[config.mk]
export PLATFORM = sky130hd
export DESIGN_NAME = multi_filter
export DESIGN_NICKNAME = d
export VERILOG_FILES = /design/src/rtl/multi_filter_pkg.sv /design/src/rtl/multi_filter_chan.sv /design/src/rtl/multi_filter.sv
export SDC_FILE = /design/constraint.sdc
export NUM_CORES = 1
export LEC_CHECK = 0
export CAP_MARGIN = 25
export CORE_MARGIN = 2
export CORE_UTILIZATION = 55
export DETAILED_ROUTE_END_ITERATION = 10
export PLACE_DENSITY = 0.77
export RECOVER_POWER = 50
export SLEW_MARGIN = 10
export SYNTH_ARGS = -nofsm -noshare
export SYNTH_HDL_FRONTEND = slang
export SYNTH_SLANG_ARGS = --single-unit
[constraint.sdc]
create_clock -name clock -period 3.45 [get_ports clock]
set_input_delay 0.345 -clock clock [delete_from_list [all_inputs] [get_ports clock]]
set_output_delay 0.345 -clock clock [all_outputs]
set_load 0.02 [all_outputs]
[src/rtl/multi_filter_pkg.sv]
`default_nettype none
// ============================================================================
//  Module  : multi_filter_pkg
//  Brief   : Shared defaults and types for the multi-channel debounce filter
//  Revision: 1.0  initial release
// ============================================================================
package multi_filter_pkg;

  // Default build of the filter; the bench reuses these so both agree.
  localparam int  N_CH_DEF        = 4;
  localparam int  CNT_W_DEF       = 4;
  localparam int  SYNC_STAGES_DEF = 2;
  localparam logic RESET_VAL_DEF  = 1'b0;

  // Outcome of one filter decision for a channel.
  typedef enum logic [1:0] {
    EDGE_NONE = 2'd0,
    EDGE_RISE = 2'd1,
    EDGE_FALL = 2'd2
  } edge_e;

  // Classify a committed level change into the pulse it produces.
  function automatic edge_e edge_of(input logic new_level);
    return new_level ? EDGE_RISE : EDGE_FALL;
  endfunction

endpackage : multi_filter_pkg
`default_nettype wire

[src/rtl/multi_filter_chan.sv]
`default_nettype none
// ============================================================================
//  Module  : multi_filter_chan
//  Brief   : One debounce channel: synchroniser, stability counter, filtered
//            level and one-cycle rise/fall pulses
//  Revision: 1.0  initial release
// ============================================================================
module multi_filter_chan
  import multi_filter_pkg::*;
#(
  parameter int   CNT_W       = CNT_W_DEF,
  parameter int   SYNC_STAGES = SYNC_STAGES_DEF,  // must be >= 2
  parameter logic RESET_VAL   = RESET_VAL_DEF
) (
  input  logic             clock,
  input  logic             reset,    // asynchronous, active low
  input  logic             en,
  input  logic [CNT_W-1:0] thr,
  input  logic             sig_in,
  output logic             sig_out,
  output logic             rise,
  output logic             fall
);

  logic [SYNC_STAGES-1:0] sync_q, sync_d;
  logic [CNT_W-1:0]       cnt_q, cnt_d;
  logic                   out_q, out_d;
  logic                   rise_q, rise_d;
  logic                   fall_q, fall_d;
  logic                   s;
  edge_e                  edge_kind;

  // Synchroniser keeps shifting regardless of en so it never goes stale.
  always_comb begin
    sync_d = {sync_q[SYNC_STAGES-2:0], sig_in};
  end

  assign s = sync_q[SYNC_STAGES-1];

  // Stability counter and level decision; pulses default low every cycle.
  always_comb begin
    cnt_d     = cnt_q;
    out_d     = out_q;
    edge_kind = EDGE_NONE;
    if (en) begin
      if (s == out_q) begin
        // Any return to the committed level discards the partial run.
        cnt_d = '0;
      end else if (cnt_q >= thr) begin
        // cnt may exceed thr if thr was lowered mid-run; flip immediately.
        out_d     = s;
        cnt_d     = '0;
        edge_kind = edge_of(s);
      end else begin
        // cnt < thr here, so the increment can never wrap.
        cnt_d = cnt_q + CNT_W'(1);
      end
    end
    rise_d = (edge_kind == EDGE_RISE);
    fall_d = (edge_kind == EDGE_FALL);
  end

  // State registers; reset lands on RESET_VAL so no pulse follows release.
  always_ff @(posedge clock or negedge reset) begin
    if (!reset) begin
      sync_q <= {SYNC_STAGES{RESET_VAL}};
      cnt_q  <= '0;
      out_q  <= RESET_VAL;
      rise_q <= 1'b0;
      fall_q <= 1'b0;
    end else begin
      sync_q <= sync_d;
      cnt_q  <= cnt_d;
      out_q  <= out_d;
      rise_q <= rise_d;
      fall_q <= fall_d;
    end
  end

  assign sig_out = out_q;
  assign rise    = rise_q;
  assign fall    = fall_q;

endmodule : multi_filter_chan
`default_nettype wire

[src/rtl/multi_filter.sv]
`default_nettype none
// ============================================================================
//  Module  : multi_filter
//  Brief   : N_CH independent debounce channels sharing enable and threshold,
//            with a combined any-edge indication
//  Revision: 1.0  initial release
// ============================================================================
module multi_filter
  import multi_filter_pkg::*;
#(
  parameter int   N_CH        = N_CH_DEF,
  parameter int   CNT_W       = CNT_W_DEF,
  parameter int   SYNC_STAGES = SYNC_STAGES_DEF,
  parameter logic RESET_VAL   = RESET_VAL_DEF
) (
  input  logic             clock,
  input  logic             reset,    // asynchronous, active low
  input  logic             en,
  input  logic [CNT_W-1:0] thr,
  input  logic [N_CH-1:0]  sig_in,
  output logic [N_CH-1:0]  sig_out,
  output logic [N_CH-1:0]  rise,
  output logic [N_CH-1:0]  fall,
  output logic             any_edge
);

  // One self-contained filter per input pin.
  for (genvar i = 0; i < N_CH; i++) begin : g_chan
    multi_filter_chan #(
      .CNT_W       (CNT_W),
      .SYNC_STAGES (SYNC_STAGES),
      .RESET_VAL   (RESET_VAL)
    ) u_chan (
      .clock   (clock),
      .reset   (reset),
      .en      (en),
      .thr     (thr),
      .sig_in  (sig_in[i]),
      .sig_out (sig_out[i]),
      .rise    (rise[i]),
      .fall    (fall[i])
    );
  end

  // Pulses are already registered, so this OR adds no extra latency.
  assign any_edge = |(rise | fall);

endmodule : multi_filter
`default_nettype wire

==> metrics.md <==
| Metric | Value |
|---|---|
| Met1 Use GR | 24.3% |
| H-tree lvl count | 2 |
| RSZ-0062 raised after global routing | false |
| Maximum clock path buffer count | 2 |
| Hold_buf cts | 0 |
| Clk_lat worst skew | 300 ps |
| Syn_nets | 209 |
| CTS Sinks | 36 |
| Via-to-Cell Ratio | 5.66 |
| Worst Path Buf+Inv | 2 |
| # setup viols final | 0 |
| Synth Register Bits | 36 |
| Critical-path top delay cell | clkbuf_1 |
| HP Class | flip-flop to flip-flop |
| Worst setup margin | 1230 ps |
| Synth unique cells | 39 |
| Top delay family on crit path | buffers and inverters |
| Detailed Route WL | 3890 µm |
| Via Count | 1376 |
| Max-cap violations | 1 |
| Commonest non-fill, non-tap cell in the layout | dfrtp_1 |
| Post-DP HPWL | 2910 µm |
| Row cnt | 22 |
| Avg WL per Cell | 16.0 µm |
| Grt total ovfl | 0 |
| Peak supply drop | 340 µV |
| Post-DP Area | 2220 µm² |
| Clock transition at path regs | 80 ps |
| Dominant cells by area after synthesis | dfrtp_1 (44%), ha_1 (12%), buf_4 (4.8%), inv_1 (3.5%), o2bb2ai_1 (2.6%) |
| Chip Height | 64.7 µm |
| Largest family of logic cells by synthesized area | compound AO/OA/AOI/OAI gates |
| GRT Util Overall | 21.1% |
| Initial antenna violation count | 0 |
| Critical Path AT | 2250 ps |
| CTS tree | built |
| DIE AREA | 4190 µm² |
| Synth Area in Adders | 12.3% |
| Startpoint Class | primary input |
| Drc violations | 0 |
| # nets final | 225 |
| Post-synthesis compound-gate area fraction | 15.9% |
| Critical path peak fanout | 36 |
| Post-synthesis xor/xnor area fraction | 3.83% |
| Seq/Total Area, Yosys | 44.4% |
| Dominant cell type by area after synthesis | dfrtp_1 |
| Share of cells above drive strength 1 | 13.8% |
| Post-route cell area | 2330 µm² |
| LEAKAGE | 1.07 nW |
| Global-route track usage on met2 | 36.7% |
| Router iterations before antenna repair | 4 |
| Final Max Tran Viols | 37 |
| Clock root cell | clkbuf_8 |
| CP required | 3480 ps |
| Slew @ Worst Pin | 1920 ps |
| Drt first-iter violations | 54 |
| TritonCTS buffer count | 5 |
| N_diodes | 0 |
| GR Util met3 | 4.51% |
| # resized after CTS | 0 |
| Number of fillers in the final layout | 294 |
| Failing checks | capacitance limit, slew limit |
| Delay of the slowest critical-path stage | 1380 ps |
| Synth Cell Area | 2030 µm² |
| Post-synthesis simple-gate area fraction | 8.89% |
| Die width | 64.7 µm |
| Final hold viol count | 0 |
| Critical path class | primary input to asynchronous set/reset pin |
| Port Buf Inserts | 23 |
| IO Count | 24 |
| Largest net degree at the start of global routing | 37 |
| Worst setup EP type | asynchronous set/reset pin |
| Place WS | 1230 ps |
| Most used routing layer | met2 |
| Fmax | 0.450 GHz |
| Initial Util | 56.2% |
| Placed insts | 235 |
| Post-synth top area share | 44.4% |
| DRT antenna net count | 0 |
| Crit-path cells | dlygate4sd3_1, clkbuf_1 |
| Vias in the first global route | 1447 |
| Fin crit period | 2220 ps |
| Clock Skew | 5.92 ps |
| Period utilization | 64.4% |
| Pwr Density | 652 nW/µm² |
| Global-route wire length before repair | 6580 µm |
| Mux contribution to synthesized area | 5.37% |
| Leading cell types in the layout, fill and taps excluded | dfrtp_1 (36), ha_1 (20), inv_1 (19), clkdlybuf4s50_1 (18), nand2_1 (11) |
| Core Box Area | 3610 µm² |
| Synth Warn # | 0 |
| Buffer count from post-CTS setup fixing | 0 |
| Mean Syn Cell Area | 11.4 µm² |
| Setup Total Neg Slack | 0 ps |
| Worst slew margin | -28.3% |
| Cell count after synthesis | 178 |
| Routability cong. | 0.744 |
| Post-Layout Cell Count | 243 |
| Synthesis-to-finish area growth | 14.9% |
| Status | finished with violations |
[power by group]
group          total [mW]  switching (mW)  internal, mW
registers           0.596          0.0890         0.507
clock network       0.373           0.159         0.214
logic               0.549           0.282         0.267
[cells in the mapped netlist]
cell type  instances
nor3b_1            1
o32ai_1            1
nor4_1             2
nand2b_1           1
buf_4             13
o22ai_1            7
inv_1             19
xnor2_1            6
a2111oi_0          2
a2111oi_1          2
mux2_2             3
xor2_2             1
xor2_1             1
nor3_1             1
o2bb2ai_1          6
and4_1             1
o21ai_2            1
o2111ai_2          2
nand4b_1           2
o21ai_0            2
a21oi_1            2
and3_1             1
o2111ai_1          1
a21oi_2            3
and2_1             1
nand3_1            7
a2111oi_2          1
nor2_1             1
nand2_1           11
mux2i_1            3
inv_2              1
a21o_1             3
clkbuf_1           1
nand3b_1           4
a21oi_4            3
ha_1              20
buf_2              2
mux2_4             3
dfrtp_1           36
[final cells by class]
cell class | count | area [µm²] | area share [%]
tap | 48 | 60.1 | 2.58
multi-input combinational | 106 | 940 | 40.4
clock inverter | 3 | 42.5 | 1.83
inverter | 20 | 75.1 | 3.22
timing repair buffer | 25 | 241 | 10.4
sequential | 36 | 901 | 38.7
clock buffer | 5 | 68.8 | 2.96
[kinds of logic after synthesis]
group / Yosys count
simple gates: 33
flops: 36
mux: 9
buf+inv: 36
fa+ha+maj: 20
compound gates: 36
xor+xnor: 8
[routing by layer]
layer	vias to the layer above	share of wire, %
li1	655	-
met2	23	55
met4	0	1.9
met1	691	39
met5	-	0
met3	7	4.0
[per-stage QoR]
| stage | utilization [%] | hold slack [ps] | total power, mW |
|---|---|---|---|
| 6_report | 64.6 | 357 | 1.52 |
| 5_1_grt | 64.6 | 374 | 1.61 |
| 4_1_cts | 64.7 | 360 | 1.53 |
| 3_5_place_dp | 61.6 | 336 | 1.16 |
| 3_3_place_gp | 61.6 | 332 | 1.11 |
| 2_1_floorplan | - | 49.4 | 1.01 |
[path summary, 6_finish.rpt]
| check | start | end | slack [ps] | depth (start not counted) |
|---|---|---|---|---|
| max reg2reg | g_chan[3].u_chan.cnt_q[0]$_DFFE_PN0P_ | g_chan[3].u_chan.sig_out$_DFFE_PN0P_ | 1730 | 5 |
| max | reset | g_chan[2].u_chan.fall$_DFF_PN0_ | 1230 | 2 |
| min reg2reg | g_chan[2].u_chan.sync_q[0]$_DFF_PN0_ | g_chan[2].u_chan.sync_q[1]$_DFF_PN0_ | 360 | 0 |
| min in group asynchronous | reset | g_chan[0].u_chan.cnt_q[0]$_DFFE_PN0P_ | 1120 | 2 |
| min | g_chan[2].u_chan.sync_q[0]$_DFF_PN0_ | g_chan[2].u_chan.sync_q[1]$_DFF_PN0_ | 360 | 0 |
| max in group clock | g_chan[0].u_chan.fall$_DFF_PN0_ | any_edge | 1520 | 3 |
[registers in the layout, indices dropped and copies added, names as in the netlist]
name                   flops
g_chan.u_chan.cnt_q       16
g_chan.u_chan.sync_q       8
g_chan.u_chan.sig_out      4
g_chan.u_chan.rise         4
g_chan.u_chan.fall         4
Note: power is estimated with default switching activity, not from simulation.
